File: src/rtl/centroid_pkg.sv
// Shared constants, FSM state type and clamp helper for the
// centroid divider scheduler.
package centroid_pkg;

  localparam int IMG_W_DEF = 1280;
  localparam int IMG_H_DEF = 720;
  localparam int DVD_W     = 32;
  localparam int DVS_W     = 20;
  localparam int XC_W      = 11;
  localparam int YC_W      = 10;

  typedef enum logic [1:0] {
    IDLE,
    DIV_X,
    DIV_Y,
    DONE
  } state_e;

  function automatic logic [DVD_W-1:0] clamp_q(
    input logic [DVD_W-1:0] q,
    input logic [DVD_W-1:0] lim
  );
    return (q > lim) ? lim : q;
  endfunction

endpackage

File: src/rtl/centroid_serdiv.sv
// Restoring serial divider, one quotient bit per cycle.
// Ports: clk, rst (async high), start_i, dvd_i, dvs_i -> done_o pulse, quot_o.
module centroid_serdiv
  import centroid_pkg::*;
#(
  parameter int DIV_CYCLES = DVD_W
) (
  input  logic             clk,
  input  logic             rst,
  input  logic             start_i,
  input  logic [DVD_W-1:0] dvd_i,
  input  logic [DVS_W-1:0] dvs_i,
  output logic             done_o,
  output logic [DVD_W-1:0] quot_o
);

  localparam int CW = $clog2(DIV_CYCLES + 1);

  logic [CW-1:0]    cnt_q;
  logic             run_q;
  logic             done_q;
  logic [DVS_W-1:0] rem_q;
  logic [DVD_W-1:0] quot_q;

  logic [DVS_W-1:0] rem_s;
  logic [DVS_W-1:0] rem_d;
  logic [DVD_W-1:0] quot_s;
  logic [DVD_W-1:0] quot_d;
  logic [DVS_W:0]   sh;
  logic             ge;
  logic             last;

  // The start cycle already performs the first iteration on the
  // incoming dividend, so done lands DIV_CYCLES cycles after start.
  always_comb begin
    rem_s  = start_i ? '0 : rem_q;
    quot_s = start_i ? dvd_i : quot_q;
    sh     = {rem_s, quot_s[DVD_W-1]};
    ge     = sh >= {1'b0, dvs_i};
    rem_d  = ge ? DVS_W'(sh - {1'b0, dvs_i})
                : sh[DVS_W-1:0];
    quot_d = {quot_s[DVD_W-2:0], ge};
  end

  assign last = cnt_q == CW'(DIV_CYCLES - 1);

  always_ff @(posedge clk or posedge rst) begin
    if (rst) begin
      cnt_q  <= '0;
      run_q  <= 1'b0;
      done_q <= 1'b0;
      rem_q  <= '0;
      quot_q <= '0;
    end else begin
      done_q <= 1'b0;
      if (start_i) begin
        rem_q  <= rem_d;
        quot_q <= quot_d;
        cnt_q  <= CW'(1);
        run_q  <= 1'b1;
      end else if (run_q) begin
        rem_q  <= rem_d;
        quot_q <= quot_d;
        cnt_q  <= cnt_q + CW'(1);
        if (last) begin
          run_q  <= 1'b0;
          done_q <= 1'b1;
        end
      end
    end
  end

  assign done_o = done_q;
  assign quot_o = quot_q;

endmodule

File: src/rtl/centroid_div_sched.sv
// Frame centroid: captures sums on eof, runs x then y through one
// shared serial divider, clamps and publishes with cent_valid.
// Ports: clk, rst, eof, m_x, m_y, m -> xcent, ycent, cent_valid,
// empty_frame, busy, overrun. Macro CENTROID_ROUND_EN: round-to-nearest.
module centroid_div_sched
  import centroid_pkg::*;
#(
  parameter int IMG_W      = IMG_W_DEF,
  parameter int IMG_H      = IMG_H_DEF,
  parameter int DIV_CYCLES = DVD_W
) (
  input  logic             clk,
  input  logic             rst,
  input  logic             eof,
  input  logic [DVD_W-1:0] m_x,
  input  logic [DVD_W-1:0] m_y,
  input  logic [DVS_W-1:0] m,
  output logic [XC_W-1:0]  xcent,
  output logic [YC_W-1:0]  ycent,
  output logic             cent_valid,
  output logic             empty_frame,
  output logic             busy,
  output logic             overrun
);

  state_e           state_q;
  logic [DVD_W-1:0] mx_q;
  logic [DVD_W-1:0] my_q;
  logic [DVS_W-1:0] m_q;
  logic [DVD_W-1:0] xq_q;
  logic             start_q;

  logic             div_start;
  logic             div_done;
  logic [DVD_W-1:0] raw;
  logic [DVD_W-1:0] dvd;
  logic [DVD_W-1:0] quot;

  assign busy    = state_q != IDLE;
  assign overrun = eof & busy;

  // The y division starts on the x done pulse itself, keeping the
  // two divisions back-to-back.
  assign div_start = start_q
                   | ((state_q == DIV_X) & div_done);
  assign raw = start_q ? mx_q : my_q;

`ifdef CENTROID_ROUND_EN
  logic [DVD_W:0] sum;
  assign sum = {1'b0, raw} + (DVD_W+1)'(m_q >> 1);
  assign dvd = sum[DVD_W] ? '1 : sum[DVD_W-1:0];
`else
  assign dvd = raw;
`endif

  centroid_serdiv #(
    .DIV_CYCLES (DIV_CYCLES)
  ) u_div (
    .clk     (clk),
    .rst     (rst),
    .start_i (div_start),
    .dvd_i   (dvd),
    .dvs_i   (m_q),
    .done_o  (div_done),
    .quot_o  (quot)
  );

  always_ff @(posedge clk or posedge rst) begin
    if (rst) begin
      state_q     <= IDLE;
      mx_q        <= '0;
      my_q        <= '0;
      m_q         <= '0;
      xq_q        <= '0;
      start_q     <= 1'b0;
      xcent       <= '0;
      ycent       <= '0;
      cent_valid  <= 1'b0;
      empty_frame <= 1'b0;
    end else begin
      start_q    <= 1'b0;
      cent_valid <= 1'b0;
      unique case (state_q)
        IDLE: begin
          if (eof) begin
            mx_q <= m_x;
            my_q <= m_y;
            m_q  <= m;
            if (m != '0) begin
              state_q <= DIV_X;
              start_q <= 1'b1;
            end else begin
              state_q <= DONE;
            end
          end
        end
        DIV_X: begin
          if (div_done) begin
            xq_q    <= quot;
            state_q <= DIV_Y;
          end
        end
        DIV_Y: begin
          if (div_done) state_q <= DONE;
        end
        DONE: begin
          cent_valid <= 1'b1;
          state_q    <= IDLE;
          if (m_q == '0) begin
            empty_frame <= 1'b1;
          end else begin
            empty_frame <= 1'b0;
            // quot still holds the y quotient here
            xcent <= XC_W'(clamp_q(xq_q, DVD_W'(IMG_W - 1)));
            ycent <= YC_W'(clamp_q(quot, DVD_W'(IMG_H - 1)));
          end
        end
        default: state_q <= IDLE;
      endcase
    end
  end

endmodule

File: config.mk
export PLATFORM = sky130hd
export DESIGN_NAME = centroid_div_sched
export DESIGN_NICKNAME = d
export VERILOG_FILES = /design/src/rtl/centroid_pkg.sv /design/src/rtl/centroid_serdiv.sv /design/src/rtl/centroid_div_sched.sv
export SDC_FILE = /design/constraint.sdc
export NUM_CORES = 1
export LEC_CHECK = 0
export ABC_AREA = 1
export CAP_MARGIN = 20
export CELL_PAD_IN_SITES_DETAIL_PLACEMENT = 1
export CELL_PAD_IN_SITES_GLOBAL_PLACEMENT = 2
export CORE_AREA = 2 2 192 194
export CTS_CLUSTER_SIZE = 12
export DETAILED_ROUTE_END_ITERATION = 10
export DIE_AREA = 0 0 194 196
export PLACE_DENSITY = 0.8
export SKIP_LAST_GASP = 1
export SYNTH_ARGS = -nofsm -noshare
export SYNTH_HDL_FRONTEND = slang
export SYNTH_HIERARCHICAL = 1
export SYNTH_SLANG_ARGS = --single-unit
File: constraint.sdc
create_clock -name clk -period 4.4 [get_ports clk]
set_input_delay 0.44 -clock clk [delete_from_list [all_inputs] [get_ports clk]]
set_output_delay 0.44 -clock clk [all_outputs]
set_load 0.02 [all_outputs]
==> out/results.ini <==
[placed_design]
post-dp-hpwl_um=23100
routabilityCongestion=0.855
numPortBuffers=111
place_ws_ns=0.735

[global_route]
grt_pass1_vias=9563
grt_pass1_wl_um=52900
grt-busiest-layer=met2
overflow=0
gr-usage-met3_pct=2.01
grt_start_max_net_pins=92
globalRouteMet2Util_pct=27.1
grtUsageTotal_pct=17.2
grt_use_met1_pct=25.6
antenna_found_initial=0

[cells_and_area]
area_delta_synth_final_pct=23.2
drive_above_1_share_pct=7.25
nets=1625
fillers=4406
n_antenna_cell=0

[detailed_routing]
drtIter0Drc=355
wl_per_cell_um=16.1
dr_total_vias=9083
vias_per_cell=4.55
drt-total-wl_um=32100
dr.pass1.iters=5
drtAntennaViolNets=0
drc_errors=0

[die]
die_y_um=196
core-area_um2=36100
start_util_pct=29.4
ioPinCount=112
die_area_um2=38000
dieWidth_um=194
fp-row-count=70

[hold_path]
hp-class=input port to async pin

[synth]
synth-async-reset-ratio_pct=100
netlist_top_cells_count=662 x nand2_1, 202 x dfrtp_1, 147 x inv_1, 97 x nor2_1, 46 x nand3_1
syn_area_um2=10600
synthMuxAreaShare_pct=1.79
ys_warn_count=6
yosysMostFrequentCell=nand2_1
synth-xor-area-share_pct=0.577
syn_area_per_cell_um2=7.50
synth-seq-area-share_pct=47.6
netlist_instances=1417
yosys.area_share.simple_pct=32.4
ys_seq_elements=202
synth_edf_count=0
ys_types=47
syn-num-nets=1528
synth_top_area_share_pct=47.6
synth_top_family_by_area=simple AND/OR/NAND/NOR gates
ys.flop_type=dfrtp_1
synthTopCellsByArea=dfrtp_1 48%, nand2_1 23%, inv_1 5.2%
yosysTopAreaCell=dfrtp_1
synth_fa_ha_area_share_pct=2.90
synth-compound-area-share_pct=6.68

[setup_path]
crit_fanout=24
slowest_stage=nand2_2
slowest_delay_ns=0.46
cp.arrival_ns=4.14
path_class=flop to flop
crit_family=simple AND/OR/NAND/NOR gates
path_depth=20
critPathBufInv=4
cp.required_ns=4.86
r2r_cells=20
rr_startpoint=state_q[1]
worstSetupEndpointType=flop
worstPathCellList=inv_1, ha_1, nand2_1, nand2_1, inv_8, nand2_1, inv_1, ha_1, nand2_1, inv_1, nand2_1, nor2_1, nand4_1, nor2_1, a21oi_2, nand2_2, nand2_1, o21ai_0, nand2_1, nand2_1
cp-start-kind=flop
path_common_cell=nand2_1
startpoint=state_q[1]

[clock_tree]
cts_buffers=25
clk_path_buf_depth=3
postCtsSetupBuffers=0
tritoncts=built
clk_pin_slew_ns=0.06
cts-root-buf=clkbuf_16
htree_levels=1
hold_buffers=0
clk_latency_ns=0.52
cts_resized=0
cts_sinks=202

[sta]
setup_tns_ns=0
tightest_slew_ns=0.944
fin_crit_sh_pct=83.7
period_needed_ns=3.68
slew_headroom_pct=37.1
hold_viol_final=0
setup_ws_ns=0.715
fmax_ghz=0.271
grt_setup_unrepaired=false
slew_violations=0
setup_viol=0
fin_worst_skew_ns=0.00858

[power]
leakage_uw=0.00715
ir_drop_mv=0.248
power_density_nw_per_um2=326

[outcome]
status=complete, no violations

[run]
drv_cap=0

-- metrics by stage --
stage	util, %	instance area [um^2]	instances	total power [uW]	hold WS, ns
5_1_grt	36.3	13100	1998	4420	0.367
6_report	36.3	13100	1998	4270	0.352
4_1_cts	36.2	13100	1997	4330	0.442
3_3_place_gp	33.7	12200	1954	2030	0.448
2_1_floorplan	-	10600	1417	1920	0.434
3_5_place_dp	33.7	12200	1954	2030	0.459
-- cell families after synthesis --
kind of cell | Yosys count
buf+inv | 205
xor+xnor | 7
simple gates | 854
compound gates | 108
mux | 17
flops | 202
fa+ha+maj | 24
-- worst register-to-register path, delay by kind of cell, from the launching register on --
kind	cells	cell delay, ns
adders and majority gates	2	0.54
buffers and inverters	4	0.40
and+or+nand+nor	12	2.04
DFF	1	0.41
AOI/OAI and AO/OA	2	0.24
-- cell usage in the layout, fill, tap and decap left out, types with 3 or more instances in the layout --
cell type        synthesis  layout
nand2_1                662     661
dfrtp_1                202     202
inv_1                  147     145
clkdlybuf4s50_1          0     111
nor2_1                  97      96
nand3_1                 46      46
o21ai_0                 35      35
clkbuf_16                0      25
a21oi_1                 24      24
ha_1                    23      23
o211ai_1                19      19
mux2_2                  16      16
nand2_2                 14      15
nand4_1                 11      11
buf_4                    3       9
o221ai_1                 7       7
nor3_1                   6       6
bufinv_16                0       6
clkbuf_8                 0       5
xor2_1                   5       5
nor2_2                   3       4
clkbuf_1                28       4
inv_2                    2       3
or2_1                    3       3
buf_12                   0       3
nand3_2                  3       3
o21ai_2                  3       3
a21oi_2                  3       3
a31oi_1                  3       3
-- report_power, final --
group          total [uW]  internal (uW)  switching (uW)  leakage [uW]
sequential           1860           1860               0       0.00282
combinational         134           73.3            60.6       0.00388
clock                2280           1470             806      0.000446
-- layout make-up --
cell class / instances / area, um^2 / area share [%]
Clock buffer: 34 / 709 / 5.42
Inverter: 152 / 586 / 4.47
Multi-Input combinational cell: 1010 / 4710 / 36.0
Sequential cell: 202 / 5050 / 38.6
Timing Repair Buffer: 123 / 1240 / 9.47
Clock inverter: 9 / 199 / 1.52
Tap cell: 468 / 586 / 4.47
-- final timing paths --
| path | slack [ns] | endpoint |
|---|---|---|
| setup / recovery | 0.72 | u_div/rem_q[17] |
| hold / removal | 0.35 | u_div/rem_q[13] |
| setup reg to reg | 0.72 | u_div/rem_q[17] |
| hold reg to reg | 0.46 | u_div/cnt_q[5] |
| max in group asynchronous | 2.98 | m_q[10] |
| min in group clk | 0.46 | my_q[18] |
-- state kept, by name, summed over array words and instances (netlist names), 6 cells and up --
signal / count
my_q: 32
m_q: 20
mx_q: 32
xq_q: 32
ycent: 10
u_div/quot_o: 32
xcent: 11
u_div/cnt_q: 6
u_div/rem_q: 20
-- routing by layer --
layer  vias up  share of wire, %
li1       4571                 -
met1      4349                52
met2       129                43
met3        34               3.0
met4         0               1.6
met5         -                 0
(Power assumes the default switching activity.)
